File: config.mk
export PLATFORM = sky130hd
export DESIGN_NAME = read_latency_probe
export DESIGN_NICKNAME = d
export VERILOG_FILES = /design/src/rtl/read_latency_probe.sv
export SDC_FILE = /design/constraint.sdc
export NUM_CORES = 2
export LEC_CHECK = 0
export CAP_MARGIN = 0
export CORE_AREA = 2 2 552 554
export DETAILED_ROUTE_END_ITERATION = 6
export DIE_AREA = 0 0 554 556
export DONT_BUFFER_PORTS = 1
export GPL_ROUTABILITY_DRIVEN = 0
export PLACE_DENSITY = 0.3
export RECOVER_POWER = 50
export SYNTH_ARGS = -nofsm -noshare
export SYNTH_HDL_FRONTEND = slang
export SYNTH_SLANG_ARGS = --single-unit
File: constraint.sdc
create_clock -name clock -period 21.1 [get_ports clock]
set_input_delay 1.055 -clock clock [delete_from_list [all_inputs] [get_ports clock]]
set_output_delay 1.055 -clock clock [all_outputs]
set_load 0.01 [all_outputs]
File: src/rtl/read_latency_probe.sv
// Read latency probe: issues a run of Avalon-MM reads, timestamps each accept
// and reports latency sum/min/max plus data-mismatch and spurious-response errors.
module read_latency_probe #(
    parameter int WIDTH           = 32,
    parameter int MAX_OUTSTANDING = 8,
    parameter int CNT_W           = 32
) (
    input  logic             clock,
    input  logic             reset,
    input  logic [63:0]      m_src_addr,
    input  logic [31:0]      m_input_index,
    input  logic [31:0]      m_input_count,
    input  logic [WIDTH-1:0] m_input_value,
    input  logic             m_input_mode,
    output logic [CNT_W-1:0] m_output_value,
    output logic [CNT_W-1:0] m_output_min,
    output logic [CNT_W-1:0] m_output_max,
    output logic [CNT_W-1:0] m_output_errors,
    output logic             m_ready_out,
    input  logic             m_valid_in,
    output logic             m_valid_out,
    input  logic             m_ready_in,
    input  logic [511:0]     src_readdata,
    input  logic             src_readdatavalid,
    input  logic             src_waitrequest,
    input  logic             src_writeack,
    output logic [31:0]      src_address,
    output logic             src_read,
    output logic             src_write,
    output logic [511:0]     src_writedata,
    output logic [63:0]      src_byteenable,
    output logic [4:0]       src_burstcount
);

    localparam int PW    = $clog2(MAX_OUTSTANDING);
    localparam int OW    = PW + 1;
    localparam int BYTES = WIDTH / 8;

    typedef enum logic [1:0] {IDLE, ISSUE, DRAIN, DONE} state_t;

    state_t           state_q, state_d;
    logic [OW-1:0]    out_q;
    logic [PW-1:0]    wr_q, rd_q;
    logic [CNT_W-1:0] ts_q [MAX_OUTSTANDING];
    logic [CNT_W-1:0] cnt_q, sum_q, min_q, max_q, err_q;
    logic [31:0]      addr_q, issued_q, total_q;
    logic [WIDTH-1:0] exp_q;
    logic             mode_q;

    logic             start, accept, active, rvalid, pop, gate;
    logic [CNT_W-1:0] lat;
    logic [CNT_W:0]   sum_ext;
    logic [31:0]      start_addr;
    logic             unused;

    assign unused = ^{src_writeack, m_src_addr[63:32], src_readdata[511:WIDTH]};

    assign m_ready_out = (state_q == IDLE);
    assign m_valid_out = (state_q == DONE);
    assign start       = m_ready_out & m_valid_in;
    assign active      = (state_q == ISSUE) | (state_q == DRAIN);

    // Serial mode waits for the previous response before the next request.
    assign gate     = mode_q ? (out_q < OW'(MAX_OUTSTANDING)) : (out_q == '0);
    assign src_read = (state_q == ISSUE) & gate;
    assign accept   = src_read & ~src_waitrequest;
    assign rvalid   = src_readdatavalid & active;
    assign pop      = rvalid & (out_q != '0);

    assign lat        = cnt_q - ts_q[rd_q];
    assign sum_ext    = {1'b0, sum_q} + {1'b0, lat};
    assign start_addr = m_src_addr[31:0] + 32'(BYTES) * m_input_index;

    assign src_address     = addr_q;
    assign src_write       = 1'b0;
    assign src_writedata   = '0;
    assign src_byteenable  = '1;
    assign src_burstcount  = 5'd1;
    assign m_output_value  = sum_q;
    assign m_output_min    = min_q;
    assign m_output_max    = max_q;
    assign m_output_errors = err_q;

    always_comb begin
        state_d = state_q;
        unique case (state_q)
            IDLE:  if (start) state_d = (m_input_count == '0) ? DONE : ISSUE;
            ISSUE: if (accept && issued_q == total_q - 32'd1) state_d = DRAIN;
            DRAIN: if (out_q == '0) state_d = DONE;
            DONE:  if (m_ready_in) state_d = IDLE;
            default: state_d = IDLE;
        endcase
    end

    always_ff @(posedge clock or posedge reset) begin
        if (reset) begin
            state_q  <= IDLE;
            out_q    <= '0;
            wr_q     <= '0;
            rd_q     <= '0;
            cnt_q    <= '0;
            sum_q    <= '0;
            min_q    <= '0;
            max_q    <= '0;
            err_q    <= '0;
            addr_q   <= '0;
            issued_q <= '0;
            total_q  <= '0;
            exp_q    <= '0;
            mode_q   <= 1'b0;
            for (int i = 0; i < MAX_OUTSTANDING; i++) ts_q[i] <= '0;
        end else begin
            state_q <= state_d;
            cnt_q   <= cnt_q + CNT_W'(1);
            if (start) begin
                cnt_q    <= '0;
                out_q    <= '0;
                wr_q     <= '0;
                rd_q     <= '0;
                sum_q    <= '0;
                max_q    <= '0;
                err_q    <= '0;
                min_q    <= (m_input_count == '0) ? '0 : '1;
                addr_q   <= start_addr;
                issued_q <= '0;
                total_q  <= m_input_count;
                exp_q    <= m_input_value;
                mode_q   <= m_input_mode;
            end else begin
                if (accept) begin
                    ts_q[wr_q] <= cnt_q;
                    wr_q       <= wr_q + 1'b1;
                    addr_q     <= addr_q + 32'(BYTES);
                    issued_q   <= issued_q + 32'd1;
                end
                if (pop) begin
                    rd_q  <= rd_q + 1'b1;
                    exp_q <= exp_q + 1'b1;
                    sum_q <= sum_ext[CNT_W] ? '1 : sum_ext[CNT_W-1:0];
                    if (lat < min_q) min_q <= lat;
                    if (lat > max_q) max_q <= lat;
                end
                // A response with nothing outstanding is spurious.
                if (rvalid && (out_q == '0 || src_readdata[WIDTH-1:0] != exp_q))
                    err_q <= err_q + CNT_W'(1);
                if (accept && !pop)
                    out_q <= out_q + 1'b1;
                else if (pop && !accept)
                    out_q <= out_q - 1'b1;
            end
        end
    end

endmodule

After elaboration in Yosys (flattened, before gate mapping)

Cells that the tools add are included.

Add/sub/neg operators: 13
$mul: 0
Divide/modulo/power cells: 0
$lt $le $gt $ge: 6
Equality and inequality tests: 9
Shift operators: 0
Muxes and demuxes: 39
Bitwise gates (word level): 10
Reductions and logical operators: 22

Operator list:

| cell                  | count |
|---|---|
| $mux 32               | 22 |
| $bwmux 256            | 1 |
| $add 32x1->32 const B | 4 |
| $bmux 32 s3           | 1 |
| $demux 32 s3          | 1 |
| $add 32x32->33        | 1 |
| $add 32x3->32 const B | 1 |
| $add 32x32->32        | 1 |
| $eq 32x32->1          | 1 |
| $gt 32x32->1          | 1 |
| $logic_not 32->1      | 1 |
| $lt 32x32->1          | 1 |
| $ne 32x32->1          | 1 |
| $sub 32x1->32 const B | 1 |
| $sub 32x32->32        | 1 |
| $mux 3                | 4 |
| $mux 4                | 3 |
| $mux 2                | 5 |
| $reduce_bool 2->1     | 5 |
| $ge 4x4->1 const B    | 2 |
| $ne 2x1->1 const B    | 4 |
| $not 3->4             | 2 |
| $pmux 2 s4            | 1 |
| $add 3x1->3 const B   | 2 |
| 19 further kinds      | 32 |

Register bits: 557
Bits in latches: 0
Bits in writable memories: 0
Bits in read-only memories: 0
Bits of input ports: 680
Output and inout bits: 745
Word-level logic and storage cells: 121
Memories: 0

Logic depth before layout (Yosys ltp)

Word-level depth: 9
Gate-level depth with buffers: 28
Mapped depth without buffers: 24

Least setup slack after synthesis

No wires, ideal clock.

Path kind: reg2reg
From: register rd_q[0]
To: register max_q[0] (netlist: m_output_max[0])
Library setup time: 132 ps
Arrival: 6,425 ps
Required time: 20,968 ps
Slack: 14,543 ps
Stages on the path, launching flop included: 27
Path buffers: 4
Clock period less this slack: 6,557 ps
Cells stage by stage: dfrtp_1 > buf_1 > buf_1 > mux4_2 > mux2i_1 > ha_1 > a21o_1 > a21oi_1 > a21oi_1 > o21ai_0 > a21oi_1 > o41ai_2 > o21ai_1 > or3_1 > and2_1 > ha_1 > and4_1 > nand4_1 > nor3_1 > nand4_1 > o21ai_0 > nor3_1 > a21oi_1 > clkbuf_1 > clkbuf_1 > mux2i_1 > nor2_1

Cells in the longest elaborated chain, start to end: 8
Elaborated cells between the ends (all ways): 11
Classes of those cells: 1 x add/sub; 1 x order compare; 6 x mux; 1 x bitwise; 2 x reduce/logical

RTL lines:

| element                                                       | RTL line | text |
|---|---|---|
| from (decl)                                                   | 43       | `logic [PW-1:0] wr_q, rd_q;` |
| from (signal assigned)                                        | 137      | `rd_q <= rd_q + 1'b1;` |
| $not 3->4 (not written as such) (*)                           | 70       | `assign lat = cnt_q - ts_q[rd_q];` |
| $bmux 32 s3 (*)                                               | 70       |  |
| $mux 32 (not written as such) (*) (2 in a row)                | 70       |  |
| $sub 32x32->32 (*)                                            | 70       |  |
| $gt 32x32->1 / $mux 32 (equally long branches)                | 141      | `if (lat > max_q) max_q <= lat;` |
| $reduce_bool 2->1 (no line) / $mux 32 (equally long branches) | --       |  |
| $reduce_and 2->1 (no line) / $mux 32 (equally long branches)  | --       |  |
| to (signal assigned)                                          | 141      |  |
| to (decl)                                                     | 45       | `logic [CNT_W-1:0] cnt_q, sum_q, min_q, max_q, err_q;` |

Every way passes the cells marked *; elsewhere a longest branch is shown, timed or not. The select of a mux whose other input is x is not followed.
A chain may end at the register's enable or synchronous reset.

==> reports/metrics.csv <==
stage,metric,value,unit
final_layout,multi-input logic area,19800,um2
synth,Post-Syn Area,36800,um2
clock_tree,Post-CTS Setup Bufs,0,
hold_path,Worst Hold Depth,2,
final_layout,layout cells sized above 1,0.145,
timing,clk_skew,0.0964,ns
clock_tree,cts hold-fix bufs,0,
clock_tree,TritonCTS clock tree,yes,
final_layout,Register Area,13900,um2
routing,Starting DRT DRC Count,1411,
global_routing,M1 GR Usage,0.105,
clock_tree,clock slew at reported path FFs,0.06,ns
place,pre-CTS setup slack,11.86,ns
timing,final hold viol count,0,
power_and_ir_drop,Power Density,197,nW/um2
final_layout,"commonest non-fill, non-tap cell in the layout",conb_1,
routing,Remaining DRCs,0,
worst_setup_path,CP Launch Type,primary input,
global_routing,GR peak layer,met2,
global_routing,Total GRT Usage,0.0853,
timing,Slew @ Worst Pin,5.08,ns
synth,Synth Register Bits,557,
timing,RSZ-0062 raised after global routing,false,
power_and_ir_drop,VDD IR-drop max,0.0940,mV
hold_path,WHS Endpoint,ts_q[1]$_DFFE_PP0P_,
power_and_ir_drop,Power Total,8.35,mW
worst_setup_path,"slowest stage cell, crit path",clkbuf_1,
final_layout,Filler cells,34034,
worst_setup_path,reg2reg start,rd_q[0]$_DFFE_PP0P_,
routing,Initial DRT Pass Iterations,5,
timing,Max Freq,104,MHz
clock_tree,clock sinks,557,
clock_tree,Clock Root Buffer,clkbuf_16,
timing,Fin Setup TNS,0,ns
routing,vias per inst,3.23,
clock_tree,Num CTS Buffers,79,
global_routing,GRT Residual Overflow,0,
synth,"Seq/Total Area, Yosys",0.378,
timing,Final Setup Violations,0,
timing,worst setup margin,11.50,ns
worst_setup_path,crit end category,asynchronous set/reset pin,
hold_path,Worst Hold Class,register to register,
place,DP Area,39700,um2
worst_setup_path,Required @ worst endpoint,20.39,ns
die,num rows,202,
run_status,status,"complete, but fails checks",
worst_setup_path,R2R Setup Slk,12.06,ns
global_routing,first-pass GRT wire length,189,mm
die,Initial Util,0.122,
worst_setup_path,reg-to-reg endpoint,m_output_max[9]$_DFFE_PP0P_,
global_routing,vias in the first global route,24548,
run,Max-cap violations,11,
routing,WL final,137,mm
final_layout,Final Cell Area,42400,um2
die,Die Height,556,um
synth,ys flop type,dfrtp_1,
timing,max-slew violation count,629,
timing,relative slew slack,-2.38,
run_status,failing checks,"max-capacitance violations, max-slew violations",
clock_tree,Longest Clk Path Bufs,3,
worst_setup_path,Worst Setup Path Type,primary input to asynchronous set/reset pin,
clock_tree,H-tree levels,3,
global_routing,largest net degree at the start of global routing,141,
worst_setup_path,CP max stage delay,2.94,ns
worst_setup_path,FF-to-FF path depth,25,
worst_setup_path,most frequent CP cell,clkbuf_1,
final_layout,Non-Filler Instances,7793,
final_layout,most frequent cells in the layout,"conb_1 (582), dfrtp_1 (554), nand2_1 (330)",
final_layout,fin nets,4599,
die,die area,308000,um2
worst_setup_path,"Arr. time, crit path",8.90,ns
hold_path,Hold Startpoint,ts_q[1]$_DFFE_PP0P_,
timing,WHS,0.481,ns
clock_tree,Worst-Skew Late Latency,0.74,ns
timing,fin crit share,0.455,
synth,largest family of logic cells by synthesized area,buffers and inverters,
routing,Antenna Violating Nets Remaining,0,
die,core footprint,302000,um2
worst_setup_path,"Critical Path, Cell by Cell",clkinvlp_2 > clkbuf_1 > clkbuf_1,
die,num ports,1425,
synth,Post-synth ARST share,1.00,
final_layout,"Core Util, Final",0.140,
routing,via count,25161,
worst_setup_path,worst-path fanout max,105,
synth,XOR/XNOR Fraction of Synth Area,0.0713,
synth,Yosys Warn Count,0,
place,# port buffers,0,
synth,number of synthesized flops with an enable pin,0,
place,post-DP HPWL,101,mm
synth,adder-cell area share of the yosys netlist,0.0596,
routing,DR WL/cell,17.5,um
die,Die Wd,554,um
final_layout,area delta synth->final,15.0,%
synth,post-synth cell types,84,
global_routing,met3 GRT Util,0.0213,
synth,Post-Synth Simple-Gate Area,0.118,
clock_tree,post_cts resized,0,
synth,post-synthesis mux area share,0.133,
synth,"synthesized-area fraction occupied by ao, oa, aoi and oai cells",0.0922,
power_and_ir_drop,Leak Pwr,18.7,nW
timing,fin crit period,9.60,ns
synth,Syn Inst Count,3763,
global_routing,GR Util met2,0.147,
synth,syn_area_per_cell,9.79,um2
global_routing,initial antenna violation count,13,
place,Placed Instances,7643,
registers in the layout (all words and copies together), names as in the netlist:
register         flops
wr_q                 3
m_output_value      32
m_output_errors     32
exp_q               32
cnt_q               32
out_q                4
total_q             32
issued_q            32
mode_q               1
ts_q               256
rd_q                 3
m_output_max        32
m_output_min        32
state_q              2
src_address         32
logic make-up after synthesis:
group           Yosys count
fa+ha+maj               173
flops                   557
simple gates            925
buf+inv                 861
mux                     377
xor+xnor                300
other cells               2
compound gates          568
critical path: cells and delay by family:
| kind | cells | cell delay, ns |
|---|---|---|
| buffers and inverters | 3 | 7.63 |
layout make-up:
type | count | area share
antenna | 8 | 0.000473
clock buffer | 104 | 0.0510
clock inverter | 38 | 0.0128
inverter | 124 | 0.0110
multi-input combinational | 2925 | 0.468
sequential | 557 | 0.329
tap | 3978 | 0.117
timing repair buffer | 59 | 0.00995
per-layer routing:
metal  wire, um  share of wire
met4       3300          0.024
met2      66600           0.49
met5         13       0.000095
met3       7770          0.057
met1      58900           0.43
power breakdown:
| group | switching [mW] | internal [mW] | total (mW) |
|---|---|---|---|
| combinational | 3.26 | 1.92 | 5.18 |
| sequential | 0.441 | 1.31 | 1.76 |
| clock | 0.589 | 0.829 | 1.42 |
cells in the mapped netlist (all sizes together) (18+ instances only):
master | count | area (um2)
nand2b | 18 | 120
nor2 | 247 | 935
a21o | 57 | 428
nand2 | 330 | 1240
nand4 | 54 | 353
nand3 | 82 | 410
mux2 | 248 | 2790
dfrtp | 557 | 13900
a21oi | 209 | 1050
buf | 605 | 4470
mux4 | 64 | 1440
inv | 124 | 465
xor2 | 141 | 1230
and3 | 39 | 244
ha | 169 | 2110
xnor2 | 159 | 1390
mux2i | 65 | 651
o21ai | 178 | 895
nor3 | 46 | 268
clkbuf | 132 | 505
nor4 | 21 | 146
or3 | 21 | 131
worst max path at each step:
stage	to	from	slack, ns	cells after the start
floorplan	cnt_q[0]$_DFF_PP0_	reset	4.47	1
global placement	m_output_max[13]$_DFFE_PP0P_	rd_q[0]$_DFFE_PP0P_	11.84	25
detailed placement	m_output_max[27]$_DFFE_PP0P_	rd_q[0]$_DFFE_PP0P_	11.86	25
CTS	m_output_max[9]$_DFFE_PP0P_	rd_q[0]$_DFFE_PP0P_	11.79	25
global route	rd_q[2]$_DFFE_PP0P_	reset	9.66	3
finish	rd_q[2]$_DFFE_PP0P_	reset	11.50	3
Power figures use the tool's default switching activity.
